### src/rtl/uart_tx_framer.sv
// UART transmit framer: a small character FIFO feeding a start/data/parity/stop serialiser.
// Each character carries its own frame format, captured from cfg_* when it leaves the FIFO.
module uart_tx_framer #(
  parameter int MAX_CHAR_LENGTH = 8,
  parameter int DIV_WIDTH       = 16,
  parameter int FIFO_DEPTH      = 4
) (
  input  logic                         pclk,
  input  logic                         areset,
  input  logic                         in_valid,
  input  logic [MAX_CHAR_LENGTH-1:0]   in_data,
  output logic                         in_ready,
  input  logic [DIV_WIDTH-1:0]         cfg_divisor,
  input  logic [3:0]                   cfg_oversampling,
  input  logic [3:0]                   cfg_uart_type,
  input  logic                         cfg_msb_first,
  input  logic                         cfg_parity_en,
  input  logic                         cfg_parity_scheme,
  input  logic [1:0]                   cfg_stop_bit,
  output logic                         tx,
  output logic                         busy,
  output logic [$clog2(FIFO_DEPTH):0]  fifo_count,
  output logic                         char_done,
  output logic                         drop_err
);

  localparam int PTR_W = $clog2(FIFO_DEPTH);
  localparam int CNT_W = PTR_W + 1;
  localparam int PER_W = DIV_WIDTH + 4;
  localparam int TMR_W = PER_W + 1;
  localparam int IDX_W = $clog2(MAX_CHAR_LENGTH + 1);

  typedef enum logic [2:0] {IDLE, START, DATA, PARITY, STOP} state_t;

  function automatic logic [PER_W-1:0] bit_period(input logic [DIV_WIDTH-1:0] div,
                                                  input logic [3:0] os);
    logic [DIV_WIDTH-1:0] d;
    logic [3:0]           o;
    d = (div == '0) ? DIV_WIDTH'(1) : div;
    o = (os == 4'd0) ? 4'd1 : os;
    return PER_W'(d) * PER_W'(o);
  endfunction

  function automatic logic [TMR_W-1:0] stop_len(input logic [PER_W-1:0] t,
                                                input logic [1:0] sb);
    logic [TMR_W-1:0] r;
    case (sb)
      2'd0:    r = TMR_W'(t) + TMR_W'(t >> 1);
      2'd2:    r = {t, 1'b0};
      default: r = TMR_W'(t);
    endcase
    return r;
  endfunction

  function automatic logic [IDX_W-1:0] char_len(input logic [3:0] ut);
    if (int'(ut) > MAX_CHAR_LENGTH) return IDX_W'(MAX_CHAR_LENGTH);
    return IDX_W'(ut);
  endfunction

  function automatic logic [MAX_CHAR_LENGTH-1:0] char_mask(input logic [IDX_W-1:0] n);
    return ~({MAX_CHAR_LENGTH{1'b1}} << n);
  endfunction

  // Bits are arranged so the serialiser always shifts out bit 0 first.
  function automatic logic [MAX_CHAR_LENGTH-1:0] order_bits(input logic [MAX_CHAR_LENGTH-1:0] d,
                                                            input logic [IDX_W-1:0] n,
                                                            input logic msb);
    logic [MAX_CHAR_LENGTH-1:0] rev;
    for (int i = 0; i < MAX_CHAR_LENGTH; i++) rev[i] = d[MAX_CHAR_LENGTH-1-i];
    if (msb) return rev >> (IDX_W'(MAX_CHAR_LENGTH) - n);
    return d & char_mask(n);
  endfunction

  function automatic logic parity_of(input logic [MAX_CHAR_LENGTH-1:0] d,
                                     input logic [IDX_W-1:0] n,
                                     input logic odd);
    return (^(d & char_mask(n))) ^ odd;
  endfunction

  logic [MAX_CHAR_LENGTH-1:0] mem [FIFO_DEPTH];
  logic [PTR_W-1:0]           wr_ptr, rd_ptr;
  logic [CNT_W-1:0]           count;
  logic                       push, pop, empty;

  state_t                     state, state_n;
  logic [TMR_W-1:0]           tmr;
  logic [IDX_W-1:0]           idx;
  logic                       last, tx_n;
  logic [IDX_W-1:0]           n_live;
  logic [PER_W-1:0]           period_live;

  logic [MAX_CHAR_LENGTH-1:0] shreg_p1;
  logic                       par_p1, par_en_p1;
  logic [IDX_W-1:0]           n_p1;
  logic [PER_W-1:0]           period_p1;
  logic [TMR_W-1:0]           stop_p1;

  assign empty       = (count == '0);
  assign in_ready    = (count != CNT_W'(FIFO_DEPTH));
  assign push        = in_valid && in_ready;
  assign fifo_count  = count;
  assign last        = (tmr == '0);
  assign n_live      = char_len(cfg_uart_type);
  assign period_live = bit_period(cfg_divisor, cfg_oversampling);

  always_ff @(posedge pclk or posedge areset) begin
    if (areset) begin
      wr_ptr <= '0;
      rd_ptr <= '0;
      count  <= '0;
    end else begin
      if (push) wr_ptr <= wr_ptr + PTR_W'(1);
      if (pop)  rd_ptr <= rd_ptr + PTR_W'(1);
      case ({push, pop})
        2'b10:   count <= count + CNT_W'(1);
        2'b01:   count <= count - CNT_W'(1);
        default: count <= count;
      endcase
    end
  end

  always_ff @(posedge pclk) begin
    if (push) mem[wr_ptr] <= in_data;
  end

  // Stage p1: character and frame format captured at pop, held for the whole frame
  always_ff @(posedge pclk) begin
    if (pop) begin
      shreg_p1  <= order_bits(mem[rd_ptr], n_live, cfg_msb_first);
      par_p1    <= parity_of(mem[rd_ptr], n_live, cfg_parity_scheme);
      n_p1      <= n_live;
      par_en_p1 <= cfg_parity_en;
      period_p1 <= period_live;
      stop_p1   <= stop_len(period_live, cfg_stop_bit);
    end else if (state == DATA && last) begin
      shreg_p1  <= shreg_p1 >> 1;
    end
  end

  always_comb begin
    state_n = state;
    pop     = 1'b0;
    tx_n    = 1'b1;
    case (state)
      IDLE: begin
        if (!empty) begin
          pop = 1'b1;
          if (cfg_uart_type != 4'd0) state_n = START;
        end
      end
      START: begin
        tx_n = 1'b0;
        if (last) state_n = DATA;
      end
      DATA: begin
        tx_n = shreg_p1[0];
        if (last && idx == n_p1 - IDX_W'(1)) state_n = par_en_p1 ? PARITY : STOP;
      end
      PARITY: begin
        tx_n = par_p1;
        if (last) state_n = STOP;
      end
      STOP: begin
        // Chain straight into the next frame so back-to-back characters have no idle gap.
        if (last) begin
          if (!empty) begin
            pop     = 1'b1;
            state_n = (cfg_uart_type != 4'd0) ? START : IDLE;
          end else begin
            state_n = IDLE;
          end
        end
      end
      default: state_n = IDLE;
    endcase
  end

  // Stage p2: registered line outputs, one cycle behind the FSM state
  always_ff @(posedge pclk or posedge areset) begin
    if (areset) begin
      state     <= IDLE;
      tmr       <= '0;
      idx       <= '0;
      tx        <= 1'b1;
      busy      <= 1'b0;
      char_done <= 1'b0;
      drop_err  <= 1'b0;
    end else begin
      state     <= state_n;
      tx        <= tx_n;
      busy      <= (state != IDLE);
      char_done <= (state == STOP) && last;
      drop_err  <= pop && (cfg_uart_type == 4'd0);
      if (pop) begin
        tmr <= TMR_W'(period_live) - TMR_W'(1);
        idx <= '0;
      end else if (last) begin
        case (state_n)
          START, DATA, PARITY: tmr <= TMR_W'(period_p1) - TMR_W'(1);
          STOP:                tmr <= stop_p1 - TMR_W'(1);
          default:             tmr <= '0;
        endcase
        if (state == DATA) idx <= idx + IDX_W'(1);
      end else begin
        tmr <= tmr - TMR_W'(1);
      end
    end
  end

endmodule

### config.mk
export PLATFORM = sky130hd
export DESIGN_NAME = uart_tx_framer
export DESIGN_NICKNAME = d
export VERILOG_FILES = /design/src/rtl/uart_tx_framer.sv
export SDC_FILE = /design/constraint.sdc
export NUM_CORES = 1
export LEC_CHECK = 0
export CAP_MARGIN = 20
export CORE_MARGIN = 2
export CORE_UTILIZATION = 45
export CTS_BUF_LIST = sky130_fd_sc_hd__clkbuf_8
export DETAILED_ROUTE_END_ITERATION = 16
export MAX_ROUTING_LAYER = met4
export PLACE_DENSITY = 0.65
export SYNTH_ARGS = -nofsm -noshare
export SYNTH_HDL_FRONTEND = slang
export SYNTH_SLANG_ARGS = --single-unit
export TNS_END_PERCENT = 1
### constraint.sdc
create_clock -name pclk -period 15.1 [get_ports pclk]
set_input_delay 4.53 -clock pclk [delete_from_list [all_inputs] [get_ports pclk]]
set_output_delay 4.53 -clock pclk [all_outputs]
set_load 0.01 [all_outputs]
After elaboration in Yosys (flattened, before gate mapping)
Memory sizes are Yosys's and may differ from the RTL's. Cells that the tools add are included. Widths: inputs -> output; s select.

Bits in writable memories: 32. Register bits: 94. Output and inout port bits: 8. Input port bits: 40. Memories kept: 1. Word-level logic and storage cells: 105.

Eq/ne operators: 13. Multiplexer cells: 35. Shift-type cells: 2. Magnitude comparators: 1. Add/subtract/negate cells: 12. Bitwise operators: 3. Reduce and logical (&&, ||, !) cells: 21. $mul: 1.

Memory list: mem (depth 4, width 8, read ports 1, clocked after memory_dff 0, write ports 1, line 80) `logic [MAX_CHAR_LENGTH-1:0] mem [FIFO_DEPTH];`.

Operator list (count): $pmux 21 s2 (2); $mux 21 (2); $sub 20x1->21 const B (2); $sub 21x1->21 const B (2); $mux 8 (4); $mux 4 (6); $add 20x19->21 (1); $logic_not 21->1 (1); $mux 3 (7); $mul 16x4->20 (1); $logic_not 16->1 (1); $mux 16 (1); $pmux 3 s5 (1); $eq 3x2->1 const B (4); $mux 1 (9); $and 8x8->8 (1); $logic_not 4->1 (2); $not 8->8 (1); $reduce_bool 2->1 (4); $reduce_xor 8->1 (1); $shl 8x4->8 const A (1); $shr 8x4->8 (1); $eq 3x1->1 const B (2); $eq 3x3->1 const B (2); other kinds (22) (29).

Depth between registers and ports, before layout
Gate-level depths: netlist of the first run.

Depth after elaboration: 10. Mapped depth: 24. Gate-level depth less buffers: 24.

Worst setup path before layout of the first run
OpenSTA, ideal clock, no wires.

Path type: input -> register. Start point: input cfg_divisor[3]. End point: register stop_p1[17] (data pin). Path slack: 5141 ps. Cell stages on the path: 23. Setup time: 271 ps. Data arrival time: 9688 ps. Cells stage by stage: nor4_1 > a41o_1 > nand2_1 > fa_1 > fa_1 > inv_1 > fa_1 > a211oi_2 > o21bai_1 > a21oi_1 > xor2_1 > inv_1 > ha_1 > o21ai_0 > o21ba_2 > o31a_1 > o21ai_0 > nand2_1 > o21ai_0 > a211oi_1 > o21bai_1 > mux2i_1 > a21oi_1.

Word-level cells in the longest chain between the ends: 5.

RTL lines: start: declaration (line 13) `input logic [DIV_WIDTH-1:0] cfg_divisor,`; $logic_not 16->1 (line 39) `d = (div == '0) ? DIV_WIDTH'(1) : div;`; $mux 16 (*) (line 39); $mul 16x4->20 (*) (line 41) `return PER_W'(d) * PER_W'(o);`; net period_live[8] (line 90) `logic [PER_W-1:0] period_live;`; $add 20x19->21 (*) (line 48) `2'd0: r = TMR_W'(t) + TMR_W'(t >> 1);`; $pmux 21 s2 (*) (line 47) `case (sb)`; end signal: assignment (line 134) `stop_p1 <= stop_len(period_live, cfg_stop_bit);`; end: declaration (line 96) `logic [TMR_W-1:0] stop_p1;`.

Mark *: on every way through the listed nets, which the timed path passes. The rest lies on a longest branch. A chain may end at the register's enable or synchronous reset.

Worst setup path in the final report of the first run
Start point: input cfg_divisor[3]. End point: register stop_p1[19] (data pin).

Same word-level chain as after synthesis.

==> results by group, run 1 <==
GRT
  – GR Overflow Total: 0
  – GRT Resource Usage Total: about a fifth
  – First-pass GRT wire length: 35900 um
  – M3 GR Usage: 2.16%
  – GR Util met2: a little under a third
  – Initial antenna violation count: 0
  – Most Crowded Layer GR: met2
  – Largest net degree at the start of global routing: 79
  – Global routing usage on met1: 25.8%
  – Vias in the first global route: 7283

Power
  – Pint: ~940 uW
  – Seq pwr share: 29.0%
  – Clock power frac: 18.7%
  – VDD IR max: 0.0553 mV
  – Design Power: about 1600 uW
  – Leakage: 0.00483 uW
  – PwrDens: 141 nW/um^2
  – Comb pwr share: 52.4%
  – NetSw: 696 uW
  – Switching Fraction: 42.6%

Synth
  – Area leader, netlist: edfxtp_1
  – Synth top area cells: edfxtp_1, dfrtp_1, ha_1, fa_1, xnor2_1
  – Mapped Cells: 1077
  – Most numerous cell in the Yosys netlist: inv_1
  – Number of synthesized flops with an enable pin: 87
  – Avg Cell Area, Syn: 9.71 sq um
  – Main synth FF type: edfxtp_1
  – Mapped Area: 10500 sq um
  – Syn Nets: 1222
  – Synth warn: 0
  – Post-synth top cells: inv_1, edfxtp_1, nor2_1
  – #FFs+latches synth: 126
  – Post-synth top area share: about a quarter
  – Synth async-reset ratio: 31.0%
  – Sequential area share after synthesis: 34.3%
  – Unique cell type count in the Yosys netlist: 85

Timing
  – Worst Max-Slew Pin Slew: 887 ps
  – Clock skew: 22.2 ps
  – Fmax: between 90 and 100 MHz
  – Setup violators final: 0
  – Fin. max-slew vios: 0
  – Final-report hold violation count: 0
  – Relative slew slack: between 40% and 50%
  – Fin crit share: 71.1%
  – Unrepaired setup endpoints after global routing: false
  – Fin crit period: 10730 ps
  – TNS Setup: 0 ps
  – Min Hold Slack: 544 ps

Drt
  – Vias: 7581
  – Routed wire length: 21500 um
  – Detail Route Antenna Nets: 0
  – DRT Pass-1 Iters: 5
  – Mean routed wirelength per cell: 15.3 um
  – DRT iter0 DRCs: 495
  – # DRC: 0
  – Via-to-Cell Ratio: 5.38

Clocking
  – Hold bufs inserted after CTS: 0
  – Total CTS buffers: 17
  – Num Clock Sinks: 126
  – Clk pin slew, worst setup/hold paths: 90 ps
  – # H-tree levels: 4
  – Worst-Skew Late Latency: approximately 470 ps
  – # resized after CTS: 0
  – Post-CTS Setup Repair Bufs: 0
  – TritonCTS clock tree: done
  – Clock root buffer master: clkbuf_8
  – Max clock buf depth: 2

Min path
  – Hold Path Class: reg -> reg

Finish
  – Antenna Cells: 0
  – Share of layout cells above drive strength 1: 7.91%
  – # nets final: 1257
  – Area grow syn2layout: 10.6%
  – Filler instances: 2126

Die
  – DIE WIDTH: 156 um
  – Die Ht: 156 um
  – Full die area: between 20000 and 25000 sq um
  – # IOs: 48
  – Core Footprint: ~23000 sq um
  – Initial core utilization: 46.0%
  – FP Rows: 55

Place
  – DPL Wire Length: 16600 um
  – IO buf count: 47
  – Gpl congestion: 0.874

Critical path
  – Setup crit end kind: flop
  – CP arrival: 11030 ps
  – CP Class: in -> reg
  – Crit path max fanout: 5
  – Setup crit start kind: primary input
  – CP required: 15390 ps

Flow run
  – Max Cap Viol: 0

Run status
  – Outcome: complete, no violations
==> final timing paths <==
path | from | to | slack, ps | depth (start not counted)
max | cfg_divisor[3] | stop_p1[19]$_DFFE_PP_ | 4370 | 24
max reg2reg | tmr[16]$_DFF_PP0_ | tmr[20]$_DFF_PP0_ | 10930 | 14
min in group asynchronous | areset | busy$_DFF_PP0_ | 4490 | 3
max in group asynchronous | areset | tmr[2]$_DFF_PP0_ | 10250 | 3
min | shreg_p1[5]$_DFFE_PP_ | shreg_p1[4]$_DFFE_PP_ | 540 | 2
min reg2reg | shreg_p1[5]$_DFFE_PP_ | shreg_p1[4]$_DFFE_PP_ | 540 | 2
==> routing by layer <==
metal / vias to the layer above / routed length [um]
met4: 0 / 246
met3: 18 / 708
met1: 3537 / 10700
met5: - / 0
met2: 143 / 9880
li1: 3883 / -
==> cell type report <==
cell class	instances	area, sq um	area share [%]
multi-input cells	808	6270	54.2
flip-flops and latches	126	3590	31.0
repair buffers	56	538	4.65
inverters	103	388	3.35
well taps	285	357	3.08
clock buffers	17	234	2.02
clock inverters	15	194	1.68
==> logic make-up (layout without fill, tap and decap cells) <==
kind of cell               after synthesis  in the layout  share of synthesized area (%)
xor gates and xnor gates               104            104                           8.79
adders and majority gates              105            105                           14.7
DFF                                    126            126                           34.3
buffers and inverters                  143            191                           5.79
and+or+nand+nor                        329            329                           16.1
AOI/OAI and AO/OA                      223            223                           14.5
muxes                                   47             47                           5.70
==> flip-flops by register name, summed over array words and instances (netlist names), 2 cells and up <==
| register | cells |
|---|---|
| fifo_count | 3 |
| idx | 4 |
| mem | 32 |
| n_p1 | 4 |
| period_p1 | 20 |
| rd_ptr | 2 |
| shreg_p1 | 8 |
| state | 3 |
| stop_p1 | 21 |
| tmr | 21 |
| wr_ptr | 2 |
==> power by group through the flow <==
stage	combinational, uW	clock [uW]	sequential (uW)
3_3_place_gp	843	0	479
6_report	856	305	474
5_1_grt	970	324	480
3_5_place_dp	852	0	482
4_1_cts	858	309	474
2_1_floorplan	694	0	471
==> metrics by stage <==
step / std cells / setup slack [ps] / util [%] / cell area [sq um]
floorplan: 1077 / 5140 / - / 10500
global placement: 1378 / 4050 / 49.0 / 11100
detailed placement: 1378 / 3880 / 49.0 / 11100
CTS: 1410 / 4350 / 50.9 / 11600
global route: 1410 / 3910 / 50.9 / 11600
finish: 1410 / 4370 / 50.9 / 11600
==> placed cells by master (no fill, tap or decap), drive strengths merged, types with 31 or more instances in the layout <==
cell type,n
dfrtp,38
clkdlybuf4s50,47
xnor2,61
inv,108
xor2,43
a21oi,62
mux2i,31
and2,50
nand2,71
o21ai,46
ha,75
nor2,81
edfxtp,87
==> critical path: stages <==
cell and delay (ps):
clkdlybuf4s50_1 460, nor4_1 330, a41o_1 320, nand2_1 110, fa_1 530, fa_1 540, inv_1 60, fa_1 480
a211oi_2 350, o21bai_1 130, a21oi_1 180, xor2_1 430, inv_1 170, ha_1 360, o21ai_0 140, o21ba_2 220
o31a_1 120, o21ai_0 300, nand2_1 80, o21ai_0 420, a31oi_1 160, a32oi_1 270, nor3_1 70, a311oi_1 250
(Power assumes the default switching activity.)
==> run 2: changes to the inputs <==
- clock period: 15.1 -> 10.05 ns (I/O delays scaled with it)
==> run 2 against run 1 <==
  * Setup slack got worse by 3500 ps
  * Sequential power increased by 50%
  * Hold slack got worse by 15 ps
  * Cell count increased by 0.35%
  * First-iteration DRC count decreased by 9.5%
  * Total power increased by 52%
  * Sequential share of layout area decreased by 0.087 points
  * Routed wire length decreased by 1.6%
  * Cell area increased by 0.28%
  * Critical path type unchanged
==> results by group, run 2 (synthesis gave the netlist of run 1 again) <==
Run status
  – Outcome: complete, no violations

Clocking
  – Clock root buffer master: clkbuf_8
  – Post-CTS Setup Repair Bufs: 0 (unchanged)
  – Clk pin slew, worst setup/hold paths: 90 ps (about the same)
  – # H-tree levels: 4 (unchanged)
  – Hold bufs inserted after CTS: 0 (unchanged)
  – Worst-Skew Late Latency: 450 ps (-20 ps)
  – # resized after CTS: 0 (unchanged)
  – TritonCTS clock tree: done
  – Total CTS buffers: 17 (unchanged)
  – Num Clock Sinks: 126 (unchanged)
  – Max clock buf depth: 2 (unchanged)

GRT
  – Initial antenna violation count: 0 (unchanged)
  – GR Overflow Total: 0 (unchanged)
  – Vias in the first global route: 7467 (+2.5%)
  – First-pass GRT wire length: 36200 um (+0.77%)
  – Largest net degree at the start of global routing: 56 (-29%)
  – GRT Resource Usage Total: 18.9% (+0.059 points)

Timing
  – Relative slew slack: 49.5% (+8.6 points)
  – Final-report hold violation count: 0 (unchanged)
  – Fin crit period: a little over 9000 ps
  – Fin crit share: about nine tenths
  – Fmax: approximately 110 MHz
  – Clock skew: 20.1 ps (-2.11 ps)
  – Fin. max-slew vios: 0 (unchanged)
  – Worst Max-Slew Pin Slew: 757 ps (-130 ps)
  – Setup violators final: 0 (unchanged)
  – TNS Setup: 0 ps (unchanged)
  – Unrepaired setup endpoints after global routing: false

Drt
  – Mean routed wirelength per cell: 15.0 um (-2.0%)
  – DRT iter0 DRCs: 448 (-9.5%)
  – Routed wire length: 21200 um (-1.6%)
  – DRT Pass-1 Iters: 5 (unchanged)
  – Vias: 7647 (+0.87%)
  – Via-to-Cell Ratio: 5.40 (+0.51%)
  – # DRC: 0 (unchanged)
  – Detail Route Antenna Nets: 0 (unchanged)

Place
  – IO buf count: 47 (unchanged)
  – DPL Wire Length: 16400 um (-1.2%)
  – Gpl congestion: 0.867 (-0.79%)

Finish
  – Antenna Cells: 0 (unchanged)
  – Multi-input gate area: 6270 sq um (unchanged)
  – Share of layout cells above drive strength 1: 8.32% (+0.41 points)
  – Largest registers: mem (32), stop_p1 (21), tmr (21)
  – Most common cell after layout, fill and taps aside: inv_1
  – Filler instances: 2059 (-3.2%)
  – Largest Register: mem
  – FF/Latch Area: 3590 sq um (unchanged)
  – Largest register FFs: 32 (unchanged)
  – Most frequent cells in the layout: inv_1, edfxtp_1, nor2_1, ha_1, nand2_1
  – Area grow syn2layout: 11.0%
  – Fin util: 51.1% (+0.14 points)
  – # nets final: 1262 (+0.40%)

Power
  – Pint: 1450 uW (+54%)
  – Switching Fraction: 41.8% (-0.76 points)
  – Comb pwr share: 52.5% (about the same)
  – Leakage: 0.00486 uW (+0.48%)
  – Seq pwr share: 28.6% (-0.4 points)
  – VDD IR max: 0.0909 mV (+64%)
  – NetSw: 1040 uW (+49%)
  – Clock power frac: 18.9% (+0.2 points)
  – PwrDens: 214 nW/um^2 (+52%)

Critical path
  – Crit path max fanout: 5 (unchanged)
  – R2r startpoint: tmr[16]$_DFF_PP0_
  – Setup crit start kind: primary input
  – R2r setup slk: 5810 ps (-5120 ps)
  – CP required: 10320 ps (-5070 ps)
  – CP arrival: 9490 ps (-1540 ps)
  – Setup crit end kind: flop
  – CP Class: in -> reg
  – Crit path from: cfg_divisor[2]

Die
  – FP Rows: 55 (unchanged)
  – # IOs: 48 (unchanged)
  – Initial core utilization: 46.0% (unchanged)
  – Full die area: 24500 sq um (unchanged)
  – Die Ht: 156 um (unchanged)
  – Core Footprint: 22700 sq um (unchanged)
  – DIE WIDTH: 156 um (unchanged)

Min path
  – Hold Path Class: reg -> reg
  – Hold wc startpoint: shreg_p1[2]$_DFFE_PP_

Flow run
  – Max Cap Viol: 0 (unchanged)
-- run 2: cell types whose count changed in the layout (fill, tap and decap cells not counted) --
cell,previous run,this run
bufinv_16,0,1
clkinv_4,1,0
inv_6,3,4
clkinvlp_4,0,1
clkinv_8,7,3
buf_4,9,14
inv_8,4,6
-- run 2: worst max-delay path: stages --
cell and delay [ps]:
clkdlybuf4s50_1 470, nor4_1 370, a41o_1 330, nand2_1 110, fa_1 530, fa_1 540
inv_1 60, fa_1 480, a211oi_2 320, o21bai_1 120, a21oi_1 190, xor2_1 400
inv_1 160, ha_1 360, o21ai_0 130, o21ba_2 210, o31a_1 120, o21ai_0 290
nand2_1 90, o21ai_0 420, a31oi_1 170, a32oi_1 280, nor3_1 70, a311oi_1 250
-- run 2: power groups by stage --
| stage | registers [uW] | logic (uW) | clock network [uW] |
|---|---|---|---|
| after CTS | 711 | 1310 | 480 |
| after global routing | 720 | 1480 | 502 |
| after global placement | 720 | 1280 | 0 |
| after detailed placement | 723 | 1300 | 0 |
| final | 712 | 1300 | 471 |
| after floorplan | 708 | 1040 | 0 |
-- run 2: final cells by class --
| cell class | count | area share (%) |
|---|---|---|
| multi-input combinational | 808 | 54.0 |
| sequential | 126 | 30.9 |
| timing repair buffer | 61 | 4.96 |
| inverter | 103 | 3.34 |
| tap | 285 | 3.07 |
| clock buffer | 17 | 2.02 |
| clock inverter | 15 | 1.63 |
-- run 2: final timing paths --
kind                                               to  depth (start not counted)
worst min register to register  shreg_p1[1]$_DFFE_PP_                          1
min in group asynchronous       rd_ptr[1]$_DFFE_PP0P_                          3
worst min-delay path            shreg_p1[1]$_DFFE_PP_                          1
worst max-delay path            stop_p1[19]$_DFFE_PP_                         24
max in group asynchronous                tx$_DFF_PP1_                          3
worst max register to register      tmr[20]$_DFF_PP0_                         14
-- run 2: through the flow --
step / setup slack (ps) / instances / hold WS (ps) / total power, uW / cell area, sq um
6_report: 833 / 1415 / 529 / 2490 / 11600
2_1_floorplan: 1610 / 1077 / 496 / 1750 / 10500
4_1_cts: 802 / 1415 / 534 / 2500 / 11600
3_5_place_dp: 341 / 1383 / 519 / 2020 / 11200
5_1_grt: 304 / 1415 / 553 / 2700 / 11600
3_3_place_gp: 497 / 1383 / 500 / 2000 / 11200
-- run 2: per-layer routing --
| metal | GRT usage, % | up-vias | share of wire [%] |
|---|---|---|---|
| met5 | - | - | 0 |
| met4 | 4.41 | 0 | 1.1 |
| met3 | 2.71 | 16 | 3.9 |
| met2 | 30.1 | 152 | 46 |
| met1 | 25.7 | 3578 | 49 |
| li1 | - | 3901 | - |
==> run 3: changes to the inputs <==
- clock period: 10.05 -> 10.1 ns (I/O delays scaled with it)
==> run 3 against run 2 <==
  * Hold slack improved by 7.5 ps
  * First-iteration DRC count down 1.1%
  * Sequential share of layout area barely moved
  * Via count shrank 0.16%
  * Largest power group unchanged
  * Setup slack improved by 49 ps
  * Non-clock buffer count is the same
==> results by group, run 3 (synthesis gave the netlist of run 1 again) <==
Run status
  – Outcome: complete, no violations

Die
  – # IOs: 48 (unchanged)
  – Initial core utilization: 46.0% (unchanged)
  – DIE WIDTH: 156 um (unchanged)
  – Full die area: 24500 sq um (unchanged)
  – Die Ht: 156 um (unchanged)
  – Core Footprint: 22700 sq um (unchanged)
  – FP Rows: 55 (unchanged)

Finish
  – Largest register FFs: 32 (unchanged)
  – Fin util: 51.0% (-0.077 points)
  – # nets final: 1262 (unchanged)
  – Most frequent cells in the layout: inv_1, edfxtp_1, nor2_1, ha_1, nand2_1
  – Antenna Cells: 0 (unchanged)
  – Share of layout cells above drive strength 1: 8.32% (unchanged)
  – Area grow syn2layout: 10.8%
  – Most common cell after layout, fill and taps aside: inv_1
  – Largest registers: mem (32), stop_p1 (21), tmr (21)
  – Largest Register: mem

Critical path
  – R2r setup slk: 5920 ps (+110 ps)
  – CP arrival: 9470 ps (-20 ps)
  – R2r startpoint: tmr[16]$_DFF_PP0_
  – Critical R2R Capture: tmr[20]$_DFF_PP0_
  – CP Class: in -> reg
  – CP required: 10350 ps (+30 ps)
  – Setup crit end kind: flop
  – Setup crit start kind: primary input
  – Reg2Reg Depth: 14 (unchanged)
  – Crit path max fanout: 5 (unchanged)

Timing
  – Relative slew slack: 41.4% (-8.0 points)
  – Fin crit period: just over 9000 ps
  – Setup violators final: 0 (unchanged)
  – Fin. max-slew vios: 0 (unchanged)
  – Clock skew: 19.6 ps (-0.443 ps)
  – Worst Max-Slew Pin Slew: 878 ps (+121 ps)
  – Fmax: ~110 MHz
  – Unrepaired setup endpoints after global routing: false
  – TNS Setup: 0 ps (unchanged)
  – Final-report hold violation count: 0 (unchanged)
  – Fin crit share: between 90% and 100%

Drt
  – Mean routed wirelength per cell: 15.1 um (+0.76%)
  – Detail Route Antenna Nets: 0 (unchanged)
  – Vias: 7635 (-0.16%)
  – DRT Pass-1 Iters: 5 (unchanged)
  – # DRC: 0 (unchanged)
  – Routed wire length: 21300 um (+0.76%)
  – DRT iter0 DRCs: 443 (-1.1%)
  – Via-to-Cell Ratio: 5.40 (-0.16%)

Power
  – Switching Fraction: 41.6% (-0.21 points)
  – VDD IR max: 0.0890 mV (-2.2%)
  – PwrDens: 212 nW/um^2 (-1.1%)
  – Leakage: 0.00485 uW (about the same)
  – Seq pwr share: 28.8% (+0.2 points)
  – Comb pwr share: 53.0% (+0.5 points)
  – Pint: 1430 uW (-0.85%)
  – NetSw: 1020 uW (-1.7%)
  – Clock power frac: 18.3% (-0.6 points)

GRT
  – GR Overflow Total: 0 (unchanged)
  – First-pass GRT wire length: 36100 um (-0.15%)
  – GRT Resource Usage Total: 18.9% (about the same)
  – Initial antenna violation count: 0 (unchanged)
  – Largest net degree at the start of global routing: 79 (+41%)
  – Vias in the first global route: 7503 (+0.48%)

Min path
  – Hold wc startpoint: shreg_p1[3]$_DFFE_PP_
  – Hold EP: shreg_p1[2]$_DFFE_PP_
  – Hold Path Class: reg -> reg
  – Hold depth: 1 (unchanged)

Clocking
  – Total CTS buffers: 17 (unchanged)
  – Num Clock Sinks: 126 (unchanged)
  – Worst-Skew Late Latency: 450 ps (about the same)
  – Clk pin slew, worst setup/hold paths: 90 ps (about the same)
  – # H-tree levels: 4 (unchanged)
  – TritonCTS clock tree: done
  – Post-CTS Setup Repair Bufs: 0 (unchanged)
  – Hold bufs inserted after CTS: 0 (unchanged)
  – Clock root buffer master: clkbuf_8
  – Max clock buf depth: 2 (unchanged)
  – # resized after CTS: 0 (unchanged)

Place
  – IO buf count: 47 (unchanged)
  – DPL Wire Length: 16500 um (+0.89%)
  – Gpl congestion: 0.868 (+0.17%)

Flow run
  – Max Cap Viol: 0 (unchanged)
run 3: worst max-delay path by stage:
stage / from / end / slack, ps / depth (start not counted)
floorplan: cfg_divisor[3] / stop_p1[17]$_DFFE_PP_ / 1640 / 23
global placement: cfg_divisor[3] / stop_p1[17]$_DFFE_PP_ / 520 / 24
detailed placement: cfg_divisor[10] / stop_p1[19]$_DFFE_PP_ / 380 / 24
CTS: cfg_divisor[3] / stop_p1[19]$_DFFE_PP_ / 840 / 24
global route: cfg_divisor[2] / stop_p1[19]$_DFFE_PP_ / 390 / 24
finish: cfg_divisor[3] / stop_p1[19]$_DFFE_PP_ / 880 / 24
run 3: routing by layer:
metal  GRT usage, %  wire length (um)  vias up
li1               -                 -     3905
met1           25.1             10400     3584
met2           30.8             10000      133
met3           2.46               655       13
met4           4.76               212        0
met5              -                 0        -
run 3: cell type report:
type | instances | area (sq um)
clock buffer | 17 | 234
inverter | 103 | 388
sequential | 126 | 3590
clock inverter | 15 | 171
timing repair buffer | 61 | 576
fill | 2101 | 11100
multi-input combinational | 808 | 6270
tap | 285 | 357
run 3: power by group through the flow:
stage	logic [uW]	clock network [uW]	registers, uW
after floorplan	1040	0	704
after global placement	1280	0	717
after detailed placement	1300	0	719
after CTS	1310	458	708
after global routing	1470	479	717
final	1300	449	707
run 3: worst max-delay path: stages:
cell and delay [ps]:
clkdlybuf4s50_1 460, nor4_1 340, a41o_1 320, nand2_1 100, fa_1 530, fa_1 540, inv_1 60, fa_1 480
a211oi_2 330, o21bai_1 120, a21oi_1 180, xor2_1 400, inv_1 160, ha_1 350, o21ai_0 120, o21ba_2 210
o31a_1 120, o21ai_0 280, nand2_1 90, o21ai_0 410, a31oi_1 160, a32oi_1 300, nor3_1 80, a311oi_1 280
run 3: stage by stage:
| stage | instance area, sq um | cells | hold WS [ps] | worst slack, ps | power [uW] |
|---|---|---|---|---|---|
| after floorplan | 10500 | 1077 | 496 | 1640 | 1740 |
| after global placement | 11200 | 1383 | 499 | 516 | 1990 |
| after detailed placement | 11200 | 1383 | 521 | 382 | 2020 |
| after CTS | 11600 | 1415 | 535 | 838 | 2470 |
| after global routing | 11600 | 1415 | 572 | 390 | 2660 |
| final | 11600 | 1415 | 537 | 882 | 2460 |
